--- src/rtl/alu_seq.sv ---
// alu_seq: handshaked ALU with registered result/flags, persistent carry for ADC/SBB and a 16-op set.
// Build option ALU_SEQ_MUL_EN adds the iterative shift-add multiplier on op 14 (illegal op otherwise).
//
// state    | meaning
// IDLE     | accepting ops; single-cycle ops load the output register on accept
// MUL_BUSY | shift-add multiply in progress, one iteration per cycle, input blocked
module alu_seq #(
    parameter int WIDTH = 8
) (
    input  logic             clk,
    input  logic             rst_n,
    input  logic             in_valid,
    output logic             in_ready,
    input  logic [WIDTH-1:0] a,
    input  logic [WIDTH-1:0] b,
    input  logic [3:0]       op,
    output logic             out_valid,
    input  logic             out_ready,
    output logic [WIDTH-1:0] result,
    output logic             zero,
    output logic             carry,
    output logic             negative,
    output logic             overflow,
    output logic             err
);

    localparam int MSB = WIDTH - 1;

    localparam logic [3:0] OP_ADD   = 4'd0;
    localparam logic [3:0] OP_SUB   = 4'd1;
    localparam logic [3:0] OP_AND   = 4'd2;
    localparam logic [3:0] OP_OR    = 4'd3;
    localparam logic [3:0] OP_XOR   = 4'd4;
    localparam logic [3:0] OP_NOT   = 4'd5;
    localparam logic [3:0] OP_SHL   = 4'd6;
    localparam logic [3:0] OP_SHR   = 4'd7;
    localparam logic [3:0] OP_ADC   = 4'd8;
    localparam logic [3:0] OP_SBB   = 4'd9;
    localparam logic [3:0] OP_SRA   = 4'd10;
    localparam logic [3:0] OP_ROL   = 4'd11;
    localparam logic [3:0] OP_ROR   = 4'd12;
    localparam logic [3:0] OP_CMP   = 4'd13;
    localparam logic [3:0] OP_MUL   = 4'd14;
    localparam logic [3:0] OP_PASSB = 4'd15;

    logic             carry_q;
    logic             accept;
    logic             out_free;
    logic             single_load;
    logic             mul_done;
    logic [WIDTH-1:0] mul_res;
    logic             mul_c;

    logic [WIDTH:0]   sum;
    logic [WIDTH:0]   dif;
    logic [WIDTH-1:0] alu_res;
    logic [WIDTH-1:0] flag_src;
    logic             alu_c;
    logic             alu_v;
    logic             alu_err;

    assign out_free = !out_valid || out_ready;
    assign accept   = in_valid && in_ready;

    // Arithmetic runs WIDTH+1 wide so bit WIDTH is the carry-out / borrow.
    always_comb begin
        sum      = {1'b0, a} + {1'b0, b} + {{WIDTH{1'b0}}, (op == OP_ADC) && carry_q};
        dif      = {1'b0, a} - {1'b0, b} - {{WIDTH{1'b0}}, (op == OP_SBB) && carry_q};
        alu_res  = '0;
        alu_c    = 1'b0;
        alu_v    = 1'b0;
        alu_err  = 1'b0;
        case (op)
            OP_ADD, OP_ADC: begin
                alu_res = sum[WIDTH-1:0];
                alu_c   = sum[WIDTH];
                alu_v   = (a[MSB] == b[MSB]) && (sum[MSB] != a[MSB]);
            end
            OP_SUB, OP_SBB: begin
                alu_res = dif[WIDTH-1:0];
                alu_c   = dif[WIDTH];
                alu_v   = (a[MSB] != b[MSB]) && (dif[MSB] != a[MSB]);
            end
            OP_CMP: begin
                alu_res = a;
                alu_c   = dif[WIDTH];
                alu_v   = (a[MSB] != b[MSB]) && (dif[MSB] != a[MSB]);
            end
            OP_AND:   alu_res = a & b;
            OP_OR:    alu_res = a | b;
            OP_XOR:   alu_res = a ^ b;
            OP_NOT:   alu_res = ~a;
            OP_SHL: begin
                alu_res = {a[WIDTH-2:0], 1'b0};
                alu_c   = a[MSB];
            end
            OP_SHR: begin
                alu_res = {1'b0, a[WIDTH-1:1]};
                alu_c   = a[0];
            end
            OP_SRA: begin
                alu_res = {a[MSB], a[WIDTH-1:1]};
                alu_c   = a[0];
            end
            OP_ROL: begin
                alu_res = {a[WIDTH-2:0], a[MSB]};
                alu_c   = a[MSB];
            end
            OP_ROR: begin
                alu_res = {a[0], a[WIDTH-1:1]};
                alu_c   = a[0];
            end
            OP_PASSB: alu_res = b;
            OP_MUL:   alu_err = 1'b1;
        endcase
        flag_src = (op == OP_CMP) ? dif[WIDTH-1:0] : alu_res;
    end

`ifdef ALU_SEQ_MUL_EN
    localparam logic [0:0] S_IDLE     = 1'b0;
    localparam logic [0:0] S_MUL_BUSY = 1'b1;
    localparam int         CW         = $clog2(WIDTH);

    logic [0:0]         state;
    logic [CW-1:0]      cnt;
    logic [2*WIDTH-1:0] acc;
    logic [WIDTH-1:0]   mcand;
    logic [WIDTH:0]     psum;
    logic [2*WIDTH-1:0] acc_nxt;
    logic               mul_start;
    logic               mul_step;

    // acc = {partial product, remaining multiplier bits}; each step adds then shifts right.
    assign psum    = {1'b0, acc[2*WIDTH-1:WIDTH]} + (acc[0] ? {1'b0, mcand} : {(WIDTH+1){1'b0}});
    assign acc_nxt = {psum, acc[WIDTH-1:1]};
    assign mul_res = acc_nxt[WIDTH-1:0];
    assign mul_c   = |acc_nxt[2*WIDTH-1:WIDTH];

    assign in_ready    = (state == S_IDLE) && out_free;
    assign mul_start   = accept && (op == OP_MUL);
    assign single_load = accept && (op != OP_MUL);
    // The last iteration stalls until the output register can take its result.
    assign mul_step    = (state == S_MUL_BUSY) && ((cnt != '0) || out_free);
    assign mul_done    = mul_step && (cnt == '0);

    always_ff @(posedge clk or negedge rst_n) begin
        if (!rst_n) begin
            state <= S_IDLE;
            cnt   <= '0;
            acc   <= '0;
            mcand <= '0;
        end else if (mul_start) begin
            state <= S_MUL_BUSY;
            cnt   <= CW'(WIDTH - 1);
            acc   <= {{WIDTH{1'b0}}, b};
            mcand <= a;
        end else if (mul_step) begin
            acc <= acc_nxt;
            cnt <= cnt - CW'(1);
            if (cnt == '0) begin
                state <= S_IDLE;
            end
        end
    end
`else
    assign in_ready    = out_free;
    assign single_load = accept;
    assign mul_done    = 1'b0;
    assign mul_res     = '0;
    assign mul_c       = 1'b0;
`endif

    always_ff @(posedge clk or negedge rst_n) begin
        if (!rst_n) begin
            out_valid <= 1'b0;
            result    <= '0;
            zero      <= 1'b0;
            carry     <= 1'b0;
            negative  <= 1'b0;
            overflow  <= 1'b0;
            err       <= 1'b0;
            carry_q   <= 1'b0;
        end else if (single_load) begin
            out_valid <= 1'b1;
            result    <= alu_res;
            zero      <= (flag_src == '0);
            carry     <= alu_c;
            negative  <= flag_src[MSB];
            overflow  <= alu_v;
            err       <= alu_err;
            if (!alu_err) begin
                carry_q <= alu_c;
            end
        end else if (mul_done) begin
            out_valid <= 1'b1;
            result    <= mul_res;
            zero      <= (mul_res == '0);
            carry     <= mul_c;
            negative  <= mul_res[MSB];
            overflow  <= 1'b0;
            err       <= 1'b0;
            carry_q   <= mul_c;
        end else if (out_ready) begin
            out_valid <= 1'b0;
        end
    end

endmodule

--- config.mk ---
export PLATFORM = sky130hd
export DESIGN_NAME = alu_seq
export DESIGN_NICKNAME = d
export VERILOG_FILES = /design/src/rtl/alu_seq.sv
export SDC_FILE = /design/constraint.sdc
export NUM_CORES = 1
export LEC_CHECK = 0
export CAP_MARGIN = 20
export CORE_MARGIN = 2
export CORE_UTILIZATION = 50
export CTS_CLUSTER_DIAMETER = 100
export DETAILED_ROUTE_END_ITERATION = 16
export HOLD_SLACK_MARGIN = 0.15
export PLACE_DENSITY = 0.84
export SKIP_LAST_GASP = 1
export SYNTH_ARGS = -nofsm -noshare
export SYNTH_HDL_FRONTEND = slang
export SYNTH_SLANG_ARGS = --single-unit
--- constraint.sdc ---
create_clock -name clk -period 6.2 [get_ports clk]
set_input_delay 1.24 -clock clk [delete_from_list [all_inputs] [get_ports clk]]
set_output_delay 1.24 -clock clk [all_outputs]
set_load 0.02 [all_outputs]
==> summary.txt, run 1 <==
Synth
  • Post-Syn Instances: 312
  • Sequential area share after synthesis: 15.07%
  • Ys flop type: dfrtp_1
  • Yosys cell types: 64
  • Mapped Nets: 370
  • Async S/R FF share, synth: 100.0%
  • Synth Cell Area: 2491 µm²
  • Syn Area/Cell: 7.984 µm²
  • EDFF count, synth: 0
  • Synth warnings: 0
  • #FFs+latches synth: 15

Timing
  • Min Tclk post-route: 4945 ps
  • Setup-failing EPs final: 0
  • RSZ-0062 raised after global routing: false
  • Slew margin rel.: 42.72%
  • Tcrit/Tclk final: 79.76%
  • Final TNS setup: 0 ps
  • Max Freq: 202.2 MHz
  • Hold Violations, Final: 0
  • Skew final: 2.271 ps
  • Final Max Slew Viols: 0
  • Worst slew pin tran: 853.4 ps

Placed design
  • Port bufs: 38
  • Post-DP HPWL: 5455 µm
  • Last weighted congestion value of the routability-driven placer: 0.9404

Clock network
  • CTS Sinks: 15
  • H-tree levels: 1
  • CTS buffer count: 3
  • CTS resizes: 0
  • Cts hold-fix bufs: 0
  • Clock Root Buffer: clkbuf_8
  • Worst-Skew Late Latency: 240 ps
  • Clk buf depth: 2
  • Clk pin slew, worst setup/hold paths: 50 ps
  • Post-CTS setup buffer count: 0
  • CTS tree: built

Die
  • Ports: 39
  • Die width: 74.59 µm
  • Core area: 4755 µm²
  • Die height: 74.59 µm
  • Die area: 5563 µm²
  • Initial Util: 52.39%
  • Num rows: 25

Global routing
  • Initial antenna violation count: 0
  • Largest net degree at the start of global routing: 38
  • Overall global routing resource usage: 25.76%
  • First-pass GRT wire length: 11180 µm
  • Grt total ovfl: 0
  • Vias in the first global route: 2273

Routing
  • Drt first pass iters: 6
  • Routed WL: 7019 µm
  • Via count: 2486
  • DRT antenna net count: 0
  • Drt wl/cell: 17.37 µm
  • Initial drt markers: 217
  • DRC viols: 0
  • Avg Vias per Cell: 6.153

Worst setup path
  • CP bufs+invs: 1
  • Critical path's top delay family: simple AND/OR/NAND/NOR gates
  • WP data arrival: 5100 ps
  • Critical Path RT: 6350 ps
  • Crit path top cell by count: fa_1
  • Worst Path Class, Setup: in2reg
  • Crit-path max FO: 9
  • Crit path cell chain: clkdlybuf4s50_1, and2b_2, nor2b_1, nand3_1, fa_1, fa_1, o21ai_0, a211oi_1, xor2_1, or4_1, nor3_2, a31oi_1, o31ai_2
  • Setup crit start kind: input pin
  • Max stage delay on crit path: 600 ps
  • CP Capture Type: register
  • CP max stage cell: nor2b_1

Pwr
  • Total power: 467.9 µW
  • Pleak: 0.001208 µW
  • Pwr Density: 160.8 nW/µm²
  • Max VDD drop: 108.1 µV

Final layout
  • Layout cells sized above 1: 6.528%
  • Commonest non-fill, non-tap cell in the layout: clkdlybuf4s50_1
  • Number of nets in the layout: 396
  • Diodes inserted: 0
  • Synth-to-Final Area Change: 16.83%
  • Most frequent cells in the layout: clkdlybuf4s50_1, ha_1, inv_1
  • Final core utilization: 61.21%

Hold path
  • Hold Path Class: reg2reg

Flow run
  • Max-cap violations: 0

Outcome
  • Status: complete, no violations
[worst min-delay path, cell delays in order, from the launching register on]
cell	delay [ps]
dfrtp_1	340
nand2_1	40
o21ai_0	60
[path summary, 6_finish.rpt]
| check | startpoint | end | slack, ps | depth (start not counted) |
|---|---|---|---|---|
| hold reg to reg | result[1] | result[1] | 480 | 2 |
| min in group asynchronous | rst_n | result[7] | 1390 | 1 |
| setup / recovery | op[1] | zero | 1250 | 13 |
| setup reg to reg | carry_q | zero | 3230 | 10 |
| max in group asynchronous | rst_n | zero | 4400 | 1 |
| hold / removal | result[1] | result[1] | 480 | 2 |
[final cells by class]
class                      instances  area [µm²]
clock buffer                       4       45.04
fill                             465        1844
inverter                          25       93.84
multi-input combinational        250        1894
sequential                        15       375.4
tap                               67       83.83
timing repair buffer              43       417.9
[per-layer routing]
| layer | GRT usage, % | up-vias | routed length, µm |
|---|---|---|---|
| li1 | - | 1200 | - |
| met1 | 36.06 | 1157 | 3211 |
| met2 | 43.26 | 115 | 3263 |
| met3 | 1.626 | 14 | 418 |
| met4 | 6.548 | 0 | 125 |
| met5 | 0 | - | 0 |
[synthesized netlist by cell type, types with 2 or more instances]
library cell   n  area, µm²
nand4b_1       4      35.03
o2111ai_1      3      26.28
a22oi_1        2      15.01
mux2i_1        3      30.03
a222oi_1       2      20.02
ha_1          30      375.4
xnor2_1       13      113.9
mux2_2         4      45.04
buf_2          9      45.04
a2bb2oi_1      2      17.52
nor4b_1        2      17.52
a31oi_1        5      31.28
nand2_1       21      78.83
dfrtp_1       15      375.4
nor3_1         7      35.03
nor2_1        19      71.32
nand3_1       10      50.05
or4_1          2      15.01
xor2_1         5      43.79
inv_1         25      93.84
a21o_1         2      15.01
and2_1         3      18.77
a211o_1        3      26.28
or3_1          3      18.77
o21a_1         5      37.54
nand4_1        3      18.77
nand3b_1       2      15.01
a21oi_1        9      45.04
buf_6          3      33.78
o211ai_1       5      37.54
nor2b_1        6      37.54
a211oi_1       6      45.04
nor4bb_1       3      30.03
fa_1           4      80.08
a22o_1         3      26.28
buf_4          3      22.52
a32oi_1        6      52.55
a221o_1        2      20.02
clkbuf_1       6      22.52
nand2b_1       5      31.28
o21ai_0       24      120.1
[logic make-up after synthesis]
family                     after synthesis  synth area share [%]
buffers and inverters                   47                 8.890
adders and majority gates               34                 18.28
muxes                                    7                 3.013
xor gates and xnor gates                18                 6.328
AOI/OAI and AO/OA                       89                 25.47
DFF                                     15                 15.07
and+or+nand+nor                        102                 22.95
[state kept, by name (all words and copies together) (netlist names)]
register / flops
out_valid: 1
negative: 1
result: 8
err: 1
overflow: 1
carry_q: 1
zero: 1
carry: 1
[power breakdown]
part	switching [µW]	internal [µW]
registers	9.44	115
clock network	30.8	45.4
logic	149	118
[per-stage QoR]
| step | instances | worst slack (ps) | hold slack [ps] | instance area, µm² |
|---|---|---|---|---|
| finish | 404 | 1255 | 478.9 | 2910 |
| global route | 404 | 1063 | 496.7 | 2910 |
| CTS | 404 | 1317 | 481.4 | 2910 |
| detailed placement | 400 | 1069 | 469.4 | 2865 |
| global placement | 400 | 1179 | 461.6 | 2865 |
| floorplan | 312 | 1843 | 496.3 | 2491 |
Power figures use the tool's default switching activity.
==> run 2: changes to the inputs <==
==> constraint.sdc (replaced) <==
create_clock -name clk -period 5.1 [get_ports clk]
set_input_delay 1.02 -clock clk [delete_from_list [all_inputs] [get_ports clk]]
set_output_delay 1.02 -clock clk [all_outputs]
set_load 0.02 [all_outputs]
==> run 2 against run 1 <==
Against the previous run:
- wire length rose by 2.4%
- cell area rose by 0.77%
- final cell count up 0.74%
- critical endpoint unchanged
- largest cell class unchanged
- highest routed layer unchanged
==> summary.txt, run 2 (same netlist as run 1, synthesis figures left out) <==
Worst setup path
  • Crit. path cell count: 14
  • CP bufs+invs: 2
  • CP Capture Type: register
  • Critical Path RT: 5260 ps
  • Worst Path Class, Setup: in2reg
  • Setup crit start kind: input pin
  • Critical path's top delay family: simple AND/OR/NAND/NOR gates
  • CP max stage cell: nor2_1
  • Crit path cell chain: clkdlybuf4s50_1, or2_2, nor2_1, and3_1, fa_1, inv_1, fa_1, mux2i_1, xnor2_1, nor3_1, a211o_1, nor4_1, a31oi_1, o31ai_2
  • Register-to-Register Setup Slack: 2120 ps
  • WP data arrival: 4600 ps
  • Max stage delay on crit path: 530 ps
  • Crit path top cell by count: fa_1
  • Crit-path max FO: 9
  • Worst reg2reg path depth: 10

Timing
  • Max Freq: 225.1 MHz
  • Hold Violations, Final: 0
  • Setup-failing EPs final: 0
  • Skew final: 1.175 ps
  • Worst slew pin tran: 671.6 ps
  • RSZ-0062 raised after global routing: false
  • Min Tclk post-route: 4443 ps
  • Tcrit/Tclk final: 87.12%
  • Final Max Slew Viols: 0
  • Slew margin rel.: 55.06%
  • Final TNS setup: 0 ps

Final layout
  • Number of nets in the layout: 399
  • Most frequent cells in the layout: clkdlybuf4s50_1, ha_1, inv_1
  • Synth-to-Final Area Change: 17.73%
  • Commonest non-fill, non-tap cell in the layout: clkdlybuf4s50_1
  • Largest Register: result
  • Diodes inserted: 0
  • Layout cells sized above 1: 7.353%
  • Final core utilization: 61.68%
  • Largest register FFs: 8
  • Final instance count without filler cells: 407

Clock network
  • Post-CTS setup buffer count: 0
  • Clk buf depth: 2
  • CTS Sinks: 15
  • Worst-Skew Late Latency: 240 ps
  • Clk pin slew, worst setup/hold paths: 50 ps
  • Cts hold-fix bufs: 0
  • CTS buffer count: 3
  • CTS tree: built
  • Clock Root Buffer: clkbuf_8
  • H-tree levels: 1
  • CTS resizes: 0

Routing
  • Routed WL: 7190 µm
  • DRT antenna net count: 0
  • Drt wl/cell: 17.67 µm
  • Avg Vias per Cell: 6.393
  • Initial drt markers: 241
  • Drt first pass iters: 5
  • Via count: 2602
  • DRC viols: 0

Die
  • Ports: 39
  • Die area: 5563 µm²
  • Initial Util: 52.39%
  • Core area: 4755 µm²
  • Die width: 74.59 µm
  • Num rows: 25
  • Die height: 74.59 µm

Outcome
  • Status: complete, no violations

Global routing
  • Initial antenna violation count: 0
  • Overall global routing resource usage: 26.68%
  • First-pass GRT wire length: 11540 µm
  • Largest net degree at the start of global routing: 31
  • Vias in the first global route: 2323
  • Grt total ovfl: 0

Hold path
  • Hold Crit Depth: 2
  • Hold Path Class: reg2reg

Pwr
  • Max VDD drop: 106.5 µV
  • Pleak: 0.001222 µW
  • Total power: 576.9 µW
  • Pwr Density: 196.7 nW/µm²

Placed design
  • Port bufs: 38
  • Placed Cells: 403
  • Last weighted congestion value of the routability-driven placer: 0.9692
  • Post-DP HPWL: 5703 µm

Flow run
  • Max-cap violations: 0
## run 2: changes by cell type in the layout (fill, tap and decap cells not counted)
cell,before,now
buf_4,5,8
## run 2: per-layer routing
metal,wire length [µm],track usage [%],share of wire (%)
met1,2922,35.37,41
met2,3372,44.35,47
met3,625,2.981,8.7
met4,270,10.52,3.8
met5,0,0,0
## run 2: layout make-up
type	count	area [µm²]
flip-flops and latches	15	375.4
fillers	449	1822
clock buffers	4	45.04
multi-input cells	250	1894
repair buffers	46	440.4
inverters	25	93.84
well taps	67	83.83
## run 2: power by group
part | switching [µW] | leakage, µW | internal, µW
clock network | 37.3 | 0.0000228 | 55.2
registers | 11.8 | 0.000189 | 140
logic | 187 | 0.00101 | 146
total | 236 | 0.00122 | 341
## run 2: worst paths after layout
| path | startpoint | end |
|---|---|---|
| max | op[1] | zero |
| min | result[6] | result[6] |
| max reg2reg | carry_q | zero |
| min reg2reg | result[6] | result[6] |
| max in group asynchronous | rst_n | zero |
| min in group asynchronous | rst_n | result[6] |
## run 2: stage by stage
stage	hold slack, ps	setup slack, ps	cell area (µm²)
2_1_floorplan	496.3	963.2	2491
3_3_place_gp	463.0	518.9	2888
3_5_place_dp	472.9	459.2	2888
4_1_cts	484.8	722.4	2933
5_1_grt	500.3	430.2	2933
6_report	478.0	656.8	2933
## run 2: worst min-delay path, delay by kind of cell (launching register included)
family / cells / cell delay [ps]
DFF: 1 / 330
and+or+nand+nor: 1 / 50
AOI/OAI and AO/OA: 1 / 60
==> run 3: changes to the inputs <==
--- a/config.mk
+++ b/config.mk
@@ -10,6 +10,7 @@
 export CORE_UTILIZATION = 50
 export CTS_CLUSTER_DIAMETER = 100
 export DETAILED_ROUTE_END_ITERATION = 16
+export GPL_ROUTABILITY_DRIVEN = 0
 export HOLD_SLACK_MARGIN = 0.15
 export PLACE_DENSITY = 0.84
 export SKIP_LAST_GASP = 1
==> run 3 against run 2 <==
Against the previous run:
- setup slack about the same
- clock power about the same
- wire length decreased by 4.9%
- worst hold slack better by 1.1 ps
- final cell count down 0.49%
- first-iteration DRC count shrank 28%
- via count shrank 2.5%
- sequential share of layout area rose by 0.066 points
- flip-flop and latch count did not move
- utilization is 0.32 points lower
- cell area fell by 0.51%
- critical endpoint unchanged
- largest cell class unchanged
- largest power group unchanged
==> summary.txt, run 3 (same netlist as run 1, synthesis figures left out) <==
Worst setup path
  • Crit-path max FO: 9
  • Crit path to: zero
  • Critical path's top delay family: simple AND/OR/NAND/NOR gates
  • Worst reg2reg path depth: 10
  • Setup crit start kind: input pin
  • Reg-to-Reg Start: carry_q
  • Crit path top cell by count: fa_1
  • Critical Path RT: 5250 ps
  • Register-to-Register Setup Slack: 2030 ps
  • Start point of the critical path: op[1]
  • CP bufs+invs: 2
  • Max stage delay on crit path: 520 ps
  • Crit. path cell count: 14
  • Reg2reg end: zero
  • Crit path cell chain: clkdlybuf4s50_1, or2_2, nor2_1, and3_1, fa_1, inv_1, fa_1, mux2i_1, xnor2_1, nor3_1, a211o_1, nor4_1, a31oi_1, o31ai_2
  • Worst Path Class, Setup: in2reg
  • CP max stage cell: nor2_1
  • CP Capture Type: register
  • WP data arrival: 4600 ps

Die
  • Initial Util: 52.39%
  • Ports: 39
  • Core area: 4755 µm²
  • Num rows: 25
  • Die height: 74.59 µm
  • Die area: 5563 µm²
  • Die width: 74.59 µm

Final layout
  • Final core utilization: 61.37%
  • Commonest non-fill, non-tap cell in the layout: clkdlybuf4s50_1
  • Diodes inserted: 0
  • Synth-to-Final Area Change: 17.13%
  • Number of nets in the layout: 397
  • Fin area: 2918 µm²
  • Largest Register: result
  • Fillers: 446
  • Layout cells sized above 1: 6.805%
  • Most frequent cells in the layout: clkdlybuf4s50_1, ha_1, inv_1
  • Largest register FFs: 8

Global routing
  • Grt met1 use: 33.42%
  • Met2 usage: 41.89%
  • Initial antenna violation count: 0
  • Gr busiest metal: met2
  • Grt total ovfl: 0
  • Met3 Use GR: 4.472%
  • Vias in the first global route: 2326
  • Largest net degree at the start of global routing: 37
  • First-pass GRT wire length: 11070 µm
  • Overall global routing resource usage: 25.64%

Timing
  • Skew final: 2.990 ps
  • Setup-failing EPs final: 0
  • Max Freq: 225.1 MHz
  • Hold Violations, Final: 0
  • Slew margin rel.: 49.71%
  • RSZ-0062 raised after global routing: false
  • Tcrit/Tclk final: 87.12%
  • Worst slew pin tran: 749.4 ps
  • Min Tclk post-route: 4443 ps
  • Setup WS post-layout: 656.7 ps
  • Final Max Slew Viols: 0
  • Final TNS setup: 0 ps

Routing
  • Avg Vias per Cell: 6.264
  • DRT antenna net count: 0
  • Initial drt markers: 174
  • DRC viols: 0
  • Drt first pass iters: 5
  • Routed WL: 6835 µm
  • Drt wl/cell: 16.88 µm
  • Via count: 2537

Placed design
  • Post-DP HPWL: 5369 µm
  • Placed Area: 2873 µm²
  • Place WS: 483.0 ps
  • Port bufs: 38

Clock network
  • CTS tree: built
  • Clk buf depth: 2
  • Clk pin slew, worst setup/hold paths: 60 ps
  • Worst-Skew Late Latency: 240 ps
  • H-tree levels: 1
  • CTS resizes: 0
  • Post-CTS setup buffer count: 0
  • CTS buffer count: 3
  • Clock Root Buffer: clkbuf_8
  • Cts hold-fix bufs: 0
  • CTS Sinks: 15

Hold path
  • Hold Path Class: reg2reg

Flow run
  • Max-cap violations: 0

Pwr
  • Pwr Density: 196.6 nW/µm²
  • Pleak: 0.001212 µW
  • Max VDD drop: 112.7 µV

Outcome
  • Status: complete, no violations
## run 3: changes by cell type in the layout (fill, tap and decap cells not counted), sizes merged
cell	previous run	this run
buf	8	6
## run 3: final cells by class
| type | instances | area, µm² | share of cell area (%) |
|---|---|---|---|
| Tap cell | 67 | 83.83 | 2.873 |
| Multi-Input combinational cell | 250 | 1894 | 64.92 |
| Timing Repair Buffer | 44 | 425.4 | 14.58 |
| Inverter | 25 | 93.84 | 3.216 |
| Sequential cell | 15 | 375.4 | 12.86 |
| Clock buffer | 4 | 45.04 | 1.544 |
## run 3: where the power goes
part	switching, µW	internal, µW
logic	184	145
clock network	37.1	55.2
registers	12.8	140
total	234	339
## run 3: stage by stage
step	hold WS, ps	power (µW)	instances
final	479.2	573.5	405
after global routing	521.9	611.0	405
after CTS	484.0	570.2	405
after detailed placement	471.5	477.5	401
after global placement	463.1	471.0	401
after floorplan	496.3	363.8	312
## run 3: tightest hold or removal path, delay by kind of cell, from the launching register on
kind / cells / cell delay (ps)
compound gates: 1 / 50
flops: 1 / 340
simple gates: 1 / 40
## run 3: worst min path at each step
stage / start / to / depth (start not counted)
5_1_grt: result[0] / result[0] / 2
6_report: result[7] / result[7] / 2
3_3_place_gp: overflow / overflow / 2
4_1_cts: result[7] / result[7] / 2
2_1_floorplan: carry_q / carry_q / 1
3_5_place_dp: result[7] / result[7] / 2
## run 3: per-layer routing
metal / up-vias / wire length (µm)
met3: 29 / 745
met2: 165 / 3072
li1: 1195 / -
met5: - / 0
met1: 1148 / 2759
met4: 0 / 257
